--- src/rtl/mem_stage_ctrl_if.sv ---
// Data memory bus between the memory stage and the data RAM.
// Read data is combinational from the address.
interface mem_stage_ctrl_if;
  logic [31:0] mem_addr;
  logic [15:0] mem_wdata;
  logic        mem_we;
  logic        mem_re;
  logic [15:0] mem_rdata;

  modport master (
    output mem_addr, mem_wdata, mem_we, mem_re,
    input  mem_rdata
  );

  modport slave (
    input  mem_addr, mem_wdata, mem_we, mem_re,
    output mem_rdata
  );
endinterface

--- src/rtl/mem_stage_ctrl.sv ---
// Memory stage: data memory access, stack pointer and
// multi-cycle PC/flag push and pop sequencing.
module mem_stage_ctrl #(
  parameter int          MemSize  = 9,
  parameter int          WbSize   = 2,
  parameter int          flagSize = 4,
  parameter logic [31:0] SP_INIT  = 32'h0000_07FF
) (
  input  logic                clk,
  input  logic                rst,
  input  logic [MemSize-1:0]  i_Mem,
  input  logic [WbSize-1:0]   i_WB,
  input  logic [31:0]         i_pc,
  input  logic [2:0]          i_Rdst,
  input  logic [15:0]         i_alu,
  input  logic [15:0]         i_read_data1,
  input  logic [flagSize-1:0] i_flag,
  mem_stage_ctrl_if.master    mem_bus,
  output logic                o_stall,
  output logic [WbSize-1:0]   o_WB,
  output logic [2:0]          o_Rdst,
  output logic [15:0]         o_result,
  output logic [31:0]         o_pc_ret,
  output logic                o_pc_load,
  output logic [flagSize-1:0] o_flag_ret,
  output logic                o_flag_load,
  output logic [31:0]         o_sp
);

  typedef enum logic [1:0] {IDLE, W1, W2} state_t;

  state_t              state, state_nx;
  logic [31:0]         sp, sp_nx;
  logic [15:0]         hold, hold_nx;
  logic [flagSize-1:0] fhold, fhold_nx;
  logic                kill;

  logic rd, wr, push, pop, pcd, fs, fr, bad;
  logic unused_bits;

  assign rd   = i_Mem[0];
  assign wr   = i_Mem[1];
  assign push = i_Mem[2];
  assign pop  = i_Mem[3];
  assign pcd  = i_Mem[4];
  assign fs   = i_Mem[5];
  assign fr   = i_Mem[6];
  assign bad  = (push & pop) | (wr & pop);
  assign unused_bits = ^i_Mem[MemSize-1:7];

  assign o_sp = sp;

  // State, stack pointer and pop holding registers
  always_ff @(posedge clk or posedge rst) begin
    if (rst) begin
      state <= IDLE;
      sp    <= SP_INIT;
      hold  <= '0;
      fhold <= '0;
    end else begin
      state <= state_nx;
      sp    <= sp_nx;
      hold  <= hold_nx;
      fhold <= fhold_nx;
    end
  end

  // Sequencing, memory bus drive and stage outputs
  always_comb begin
    state_nx          = state;
    sp_nx             = sp;
    hold_nx           = hold;
    fhold_nx          = fhold;
    mem_bus.mem_addr  = {16'b0, i_alu};
    mem_bus.mem_wdata = i_read_data1;
    mem_bus.mem_we    = 1'b0;
    mem_bus.mem_re    = 1'b0;
    o_stall           = 1'b0;
    o_result          = i_alu;
    o_pc_ret          = '0;
    o_pc_load         = 1'b0;
    o_flag_ret        = '0;
    o_flag_load       = 1'b0;
    kill              = 1'b0;
    if (rst) begin
      mem_bus.mem_addr  = '0;
      mem_bus.mem_wdata = '0;
      o_result          = '0;
      kill              = 1'b1;
    end else if (bad) begin
      kill     = 1'b1;
      state_nx = IDLE;
    end else if (push && !pcd) begin
      mem_bus.mem_addr = sp;
      mem_bus.mem_we   = 1'b1;
      sp_nx            = sp - 32'd1;
      state_nx         = IDLE;
    end else if (pop && !pcd) begin
      mem_bus.mem_addr = sp + 32'd1;
      mem_bus.mem_re   = 1'b1;
      o_result         = mem_bus.mem_rdata;
      sp_nx            = sp + 32'd1;
      state_nx         = IDLE;
    end else if (push) begin
      mem_bus.mem_addr = sp;
      mem_bus.mem_we   = 1'b1;
      sp_nx            = sp - 32'd1;
      unique case (state)
        IDLE: begin
          mem_bus.mem_wdata = i_pc[31:16];
          o_stall           = 1'b1;
          state_nx          = W1;
        end
        W1: begin
          mem_bus.mem_wdata = i_pc[15:0];
          o_stall           = fs;
          state_nx          = fs ? W2 : IDLE;
        end
        default: begin
          mem_bus.mem_wdata = {{(16-flagSize){1'b0}}, i_flag};
          state_nx          = IDLE;
        end
      endcase
    end else if (pop) begin
      mem_bus.mem_addr = sp + 32'd1;
      mem_bus.mem_re   = 1'b1;
      o_result         = mem_bus.mem_rdata;
      sp_nx            = sp + 32'd1;
      unique case (state)
        IDLE: begin
          o_stall  = 1'b1;
          state_nx = W1;
          if (fr) fhold_nx = mem_bus.mem_rdata[flagSize-1:0];
          else    hold_nx  = mem_bus.mem_rdata;
        end
        W1: begin
          if (fr) begin
            hold_nx  = mem_bus.mem_rdata;
            o_stall  = 1'b1;
            state_nx = W2;
          end else begin
            o_pc_ret  = {mem_bus.mem_rdata, hold};
            o_pc_load = 1'b1;
            state_nx  = IDLE;
          end
        end
        default: begin
          o_pc_ret    = {mem_bus.mem_rdata, hold};
          o_pc_load   = 1'b1;
          o_flag_ret  = fhold;
          o_flag_load = 1'b1;
          state_nx    = IDLE;
        end
      endcase
    end else begin
      mem_bus.mem_we = wr;
      mem_bus.mem_re = rd;
      o_result       = rd ? mem_bus.mem_rdata : i_alu;
      state_nx       = IDLE;
    end
    o_WB   = (o_stall || kill) ? '0 : i_WB;
    o_Rdst = (o_stall || kill) ? '0 : i_Rdst;
  end

endmodule
--- src/flat_wrapper.sv ---
// flat-port wrapper written by rule: the top's interface ports become plain ports
module mem_stage_ctrl_flat 
#(
  parameter int          MemSize  = 9,
  parameter int          WbSize   = 2,
  parameter int          flagSize = 4,
  parameter logic [31:0] SP_INIT  = 32'h0000_07FF
)
  (clk, rst, i_Mem, i_WB, i_pc, i_Rdst, i_alu, i_read_data1, i_flag, o_stall, o_WB, o_Rdst, o_result, o_pc_ret, o_pc_load, o_flag_ret, o_flag_load, o_sp, mem_bus_mem_addr, mem_bus_mem_wdata, mem_bus_mem_we, mem_bus_mem_re, mem_bus_mem_rdata);
  mem_stage_ctrl_if mem_bus_i ();
  input  logic clk;
  input  logic rst;
  input  logic [MemSize-1:0] i_Mem;
  input  logic [WbSize-1:0] i_WB;
  input  logic [31:0] i_pc;
  input  logic [2:0] i_Rdst;
  input  logic [15:0] i_alu;
  input  logic [15:0] i_read_data1;
  input  logic [flagSize-1:0] i_flag;
  output logic o_stall;
  output logic [WbSize-1:0] o_WB;
  output logic [2:0] o_Rdst;
  output logic [15:0] o_result;
  output logic [31:0] o_pc_ret;
  output logic o_pc_load;
  output logic [flagSize-1:0] o_flag_ret;
  output logic o_flag_load;
  output logic [31:0] o_sp;
  output wire logic [$bits(mem_bus_i.mem_addr)-1:0] mem_bus_mem_addr;
  output wire logic [$bits(mem_bus_i.mem_wdata)-1:0] mem_bus_mem_wdata;
  output wire logic [$bits(mem_bus_i.mem_we)-1:0] mem_bus_mem_we;
  output wire logic [$bits(mem_bus_i.mem_re)-1:0] mem_bus_mem_re;
  input wire logic [$bits(mem_bus_i.mem_rdata)-1:0] mem_bus_mem_rdata;
  assign mem_bus_mem_addr = mem_bus_i.mem_addr;
  assign mem_bus_mem_wdata = mem_bus_i.mem_wdata;
  assign mem_bus_mem_we = mem_bus_i.mem_we;
  assign mem_bus_mem_re = mem_bus_i.mem_re;
  assign mem_bus_i.mem_rdata = mem_bus_mem_rdata;
  mem_stage_ctrl #(.MemSize(MemSize), .WbSize(WbSize), .flagSize(flagSize), .SP_INIT(SP_INIT)) u_core (.clk(clk), .rst(rst), .i_Mem(i_Mem), .i_WB(i_WB), .i_pc(i_pc), .i_Rdst(i_Rdst), .i_alu(i_alu), .i_read_data1(i_read_data1), .i_flag(i_flag), .mem_bus(mem_bus_i), .o_stall(o_stall), .o_WB(o_WB), .o_Rdst(o_Rdst), .o_result(o_result), .o_pc_ret(o_pc_ret), .o_pc_load(o_pc_load), .o_flag_ret(o_flag_ret), .o_flag_load(o_flag_load), .o_sp(o_sp));
endmodule
--- config.mk ---
export PLATFORM = sky130hd
export DESIGN_NAME = mem_stage_ctrl_flat
export DESIGN_NICKNAME = d
export VERILOG_FILES = /design/src/rtl/mem_stage_ctrl_if.sv /design/src/rtl/mem_stage_ctrl.sv /design/src/flat_wrapper.sv
export SDC_FILE = /design/constraint.sdc
export NUM_CORES = 1
export LEC_CHECK = 0
export BUFFER_PORTS_ARGS = -buffer_cell sky130_fd_sc_hd__buf_2
export CORE_MARGIN = 3
export CORE_UTILIZATION = 52
export CTS_CLUSTER_DIAMETER = 80
export CTS_CLUSTER_SIZE = 10
export DETAILED_ROUTE_END_ITERATION = 10
export PLACE_DENSITY = 0.94
export SLEW_MARGIN = 10
export SYNTH_ARGS = -nofsm -noshare
export SYNTH_HDL_FRONTEND = slang
export SYNTH_SLANG_ARGS = --single-unit
--- constraint.sdc ---
create_clock -name clk -period 5.5 [get_ports clk]
set_input_delay 0.275 -clock clk [delete_from_list [all_inputs] [get_ports clk]]
set_output_delay 0.275 -clock clk [all_outputs]
set_load 0.02 [all_outputs]
==> Yosys cells after proc, flatten, opt, wreduce, memory -nomap -nowiden <==
Cells that the tools add are included.
W data, S select, Z words.
{ "word_totals": {"reg_bits": 54, "out_inout_bits": 142, "elab_cells": 118, "in_bits": 100} }
{ "classes": {"addsub": 2, "muxes": 90, "bitwise_logic": 8, "reduce_logical": 11, "eq_ne": 3} }
{ "ops": {"columns": ["op", "n"], "rows": [
  ["$mux W32", 17],
  ["$mux W16", 14],
  ["$pmux W16 S2", 2],
  ["$pmux W32 S2", 1],
  ["$mux W1", 35],
  ["$add A32 B1 Y32 const B", 1],
  ["$sub A32 B1 Y32 const B", 1],
  ["$mux W4", 7],
  ["$mux W2", 8],
  ["$reduce_and A9 Y1", 1],
  ["$pmux W2 S2", 2],
  ["$reduce_and A8 Y1", 1],
  ["$pmux W1 S2", 3],
  ["$not A1 Y1", 5],
  ["$ne A2 B2 Y1 const B", 2],
  ["$reduce_bool A4 Y1", 1],
  ["$mux W3", 1],
  ["$reduce_and A3 Y1", 1],
  ["$and A1 B1 Y1", 2],
  ["$eq A2 B1 Y1 const B", 1],
  ["$logic_and A1 B1 Y1", 2],
  ["$logic_not A2 Y1", 1],
  ["$reduce_bool A2 Y1", 1],
  ["$reduce_or A2 Y1", 1],
  ["3 further kinds", 3]
]} }

==> Longest topological paths before layout <==
{ "depth": {"word_depth": 10, "ltp_mapped": 8, "depth_no_buf": 7} }

==> Worst setup path after synthesis <==
Ideal clock, no wire load.
{ "synth_timing": {"path_type": "input to output", "startpoint": "in rst", "endpoint": "out mem_bus_mem_addr[4]", "slack_ns": 2.213, "arrival_time_ns": 3.012, "stages": 4, "n_path_buf": 1, "t_required_ns": 5.225, "path_cell_list": "inv_1 -> clkbuf_1 -> o21ai_0 -> a211oi_1"} }
{ "synth_between": {"elab_chain_cells": 1} }
{ "synth_lines": {"columns": ["item", "line", "text"], "rows": [
  ["start, declared", "flat_wrapper.sv:12", "input logic rst;"],
  ["$mux W32", "mem_stage_ctrl.sv:85", "if (rst) begin"],
  ["end, declared", "flat_wrapper.sv:29", "output wire logic [$bits(mem_bus_i.mem_addr)-1:0] mem_bus_mem_addr;"]
]} }
Every way passes these cells.

==> Worst setup path in the final report <==
{ "layout_timing": {"startpoint": "reg u_core.sp[1] (netlist: u_core.o_sp[1])", "endpoint": "out mem_bus_mem_addr[22]"} }
{ "layout_between": {"elab_chain_cells": 7} }
{ "layout_lines": {"columns": ["item", "line", "text"], "rows": [
  ["start, declared", "mem_stage_ctrl.sv:33", "logic [31:0] sp, sp_nx;"],
  ["start signal, assigned", "mem_stage_ctrl.sv:62", "sp <= sp_nx;"],
  ["$add A32 B1 Y32 *", "mem_stage_ctrl.sv:99, mem_stage_ctrl.sv:125", null],
  ["$mux W32", "mem_stage_ctrl.sv:124", "end else if (pop) begin"],
  ["$mux W32", "mem_stage_ctrl.sv:104", "end else if (push) begin"],
  ["$mux W32 *", "mem_stage_ctrl.sv:98", "end else if (pop && !pcd) begin"],
  ["$mux W32 *", "mem_stage_ctrl.sv:93", "end else if (push && !pcd) begin"],
  ["$mux W32 *", "mem_stage_ctrl.sv:90", "end else if (bad) begin"],
  ["$mux W32 *", "mem_stage_ctrl.sv:85", null]
]} }
Mark *: on every way between the ends. The rest lies on a longest branch, timed or not.

==> impl_metrics.py <==
metrics = {
    "timing": {
        "setup_viol": 0,
        "period_share_pct": 67.5,
        "whs_ps": 212,
        "tns_ps": 0,
        "fmax_mhz": 269,
        "layout_setup_ws_ps": 1790,
        "finalHoldViolCount": 0,
        "skew_ps": 7.14,
        "min_period_ps": 3710,
        "relSlewSlack_pct": 26.5,
        "tightest_slew_ps": 1100,
        "slew_viol_final": 0,
        "rsz0062_at_grt": "false",
    },
    "floorplan": {
        "core_area_um2": 9910,
        "fp-row-count": 36,
        "ios": 242,
        "die_w_um": 108,
        "dieArea_um2": 11600,
        "start_util_pct": 54.2,
        "die_y_um": 108,
    },
    "clock_network": {
        "cts_resized": 0,
        "clk_latency_ps": 320,
        "cts_setup_buffers": 0,
        "cts_tree": "built",
        "htree_levels": 2,
        "ctsHoldBuffers": 0,
        "cts.sinks": 54,
        "numCtsBuffers": 5,
        "ctsRootBufferMaster": "clkbuf_8",
        "clkTransAtPathRegs_ps": 100,
        "cts.path.max_buffers": 2,
    },
    "synth": {
        "yosys-top-cells-area": "dfrtp_1, nand2_1, a21oi_1",
        "synth_warnings": 0,
        "netlist_area_um2": 5370,
        "synth_cell_types": 70,
        "syn_inst": 721,
        "yosys.area.top_type": "dfrtp_1",
        "syn_area_per_cell_um2": 7.45,
        "synth-seq-cells": 54,
        "synth.top_cell.area_share_pct": 20.0,
        "synth_ff_type": "dfrtp_1",
        "ys_seq_area_share_pct": 25.4,
        "synth_edf_count": 0,
        "async_flop_share_pct": 100,
        "synth_fp_nets": 823,
    },
    "finish": {
        "area_growth_pct": 22.4,
        "drive_above_1_share_pct": 34.4,
        "nNetsFinal": 1008,
        "antenna_cells": 0,
        "stdcell_count": 1040,
        "utilization_pct": 66.3,
        "fillers": 848,
    },
    "power_and_ir_drop": {
        "p_clk_share_pct": 14.9,
        "max-vdd-ir-drop_uv": 195,
        "p_sw_uw": 718,
        "p_int_uw": 849,
        "cellLeakagePower_nw": 3.22,
        "swShare_pct": 45.8,
        "powerDensity_nw_per_um2": 238,
        "pwr-share-seq_pct": 44.0,
        "combPwrFrac_pct": 41.1,
    },
    "placement": {
        "portBuffers": 239,
        "place_congestion": 0.917,
        "place_ws_ps": 2120,
        "dp_hpwl_mm": 14.6,
        "placed_cells": 1032,
    },
    "routing": {
        "vias": 6447,
        "drtAntennaViolNets": 0,
        "wirelength_mm": 19.8,
        "viasPerCell": 6.20,
        "drt_first_iter_violations": 851,
        "wire_per_inst_um": 19.0,
        "dr.pass1.iters": 7,
        "remaining_drc_errors": 0,
    },
    "critical_path": {
        "crit_arrival_ps": 3440,
        "cp_data_required_time_ps": 5220,
        "start_kind": "flop",
        "critPathMaxFanout": 11,
        "end_kind": "output pin",
        "worstSetupPathType": "flop to output pin",
    },
    "run_status": {
        "status": "completed",
    },
    "global_route": {
        "antenna_found_initial": 0,
        "grt_use_total_pct": 33.4,
        "grt-ovfl-total": 0,
        "grt_pass1_wl_mm": 30.8,
        "grt_max_degree": 70,
        "grt_pass1_vias": 5850,
    },
    "worst_hold_path": {
        "hp-class": "input port to flop",
    },
    "run": {
        "cap_violations": 0,
    },
}
sequential cells by signal (all words and copies together) (netlist names):
signal,count
u_core.fhold,4
u_core.state,2
u_core.hold,16
u_core.o_sp,32
power groups by stage:
stage               sequential (mW)  combinational [mW]  clock, mW
floorplan                     0.621               0.488          0
global placement              0.681               0.621          0
detailed placement            0.686               0.634          0
CTS                           0.680               0.637      0.233
global route                  0.705               0.702      0.247
finish                        0.689               0.645      0.233
cells by family (layout without fill, tap and decap cells):
kind of cell	count (synthesis)	in the layout	synth area share, %
flip-flops	54	54	25.4
adder cells (fa/ha/maj)	2	2	0.466
AO/OA/AOI/OAI	166	166	19.4
multiplexers	43	43	8.50
XOR/XNOR	34	34	5.55
buffers and inverters	84	270	6.66
AND/OR/NAND/NOR	338	338	34.0
placed cells by master (no fill, tap or decap), drive strengths merged, types with 4 or more instances in the layout:
cell      n
buf     245
nand2    83
nor2     73
a21oi    61
dfrtp    43
o21ai    40
and2     36
nor3     31
nand3    31
xor2     22
mux2i    22
mux2     21
inv      16
a31oi    15
nand4    15
and3     12
xnor2    12
or3      12
dfstp    11
o22ai     9
a211oi    9
o32ai     9
nor4      9
nand2b    7
or4       7
clkbuf    7
and4      5
o211ai    4
cell usage after synthesis, types with 10 or more instances:
cell and n:
nor2_1 73, dfstp_2 11, dfrtp_1 43, nand4_1 10
and3_1 12, inv_1 16, mux2_2 21, o21ai_0 36
or3_1 12, nand3_1 28, xor2_1 22, and2_1 36
mux2i_1 22, nor3_1 30, clkbuf_1 35, a31oi_1 15
xnor2_1 12, buf_2 20, a21oi_1 61, nand2_1 82
worst max-delay path, stage by stage (launching register included):
cell	delay, ps
dfstp_2	660
ha_1	270
nand3_2	190
nor4_2	900
nand3_1	300
or3_1	400
a31oi_1	190
buf_2	220
path summary, 6_finish.rpt:
path / start / to / slack, ps / cells past startpoint
setup / recovery: u_core.o_sp[1] / mem_bus_mem_addr[22] / 1790 / 7
hold / removal: mem_bus_mem_rdata[4] / u_core.hold[4] / 210 / 2
setup reg to reg: u_core.o_sp[1] / u_core.o_sp[26] / 2680 / 6
hold reg to reg: u_core.fhold[2] / u_core.fhold[2] / 510 / 1
max in group asynchronous: rst / u_core.o_sp[10] / 4150 / 4
min in group asynchronous: rst / u_core.state[1] / 440 / 3
metrics by stage:
stage               power (mW)  instance area, um2
floorplan                 1.11                5370
global placement          1.30                6490
detailed placement        1.32                6490
CTS                       1.55                6570
global route              1.65                6570
finish                    1.57                6570
layout make-up:
class                   instances  area [um2]  share of cell area (%)
clock inverters                 1        7.51                   0.114
clock buffers                   7        76.3                    1.16
multi-input cells             583        3650                    55.6
flip-flops and latches         54        1370                    20.8
well taps                     133         166                    2.53
inverters                      17        63.8                   0.971
repair buffers                245        1240                    18.9
routing by layer:
layer  share of wire (%)  wire (um)  vias up  global-route usage [%]
met2                  46       9160      482                    53.9
met1                  37       7290     2951                    44.1
met5                   0          0        -                       0
met3                  13       2660       66                    8.22
met4                 3.4        676        0                    10.8
li1                    -          -     2948                       -
No activity file was read; power rests on OpenSTA's default activity.
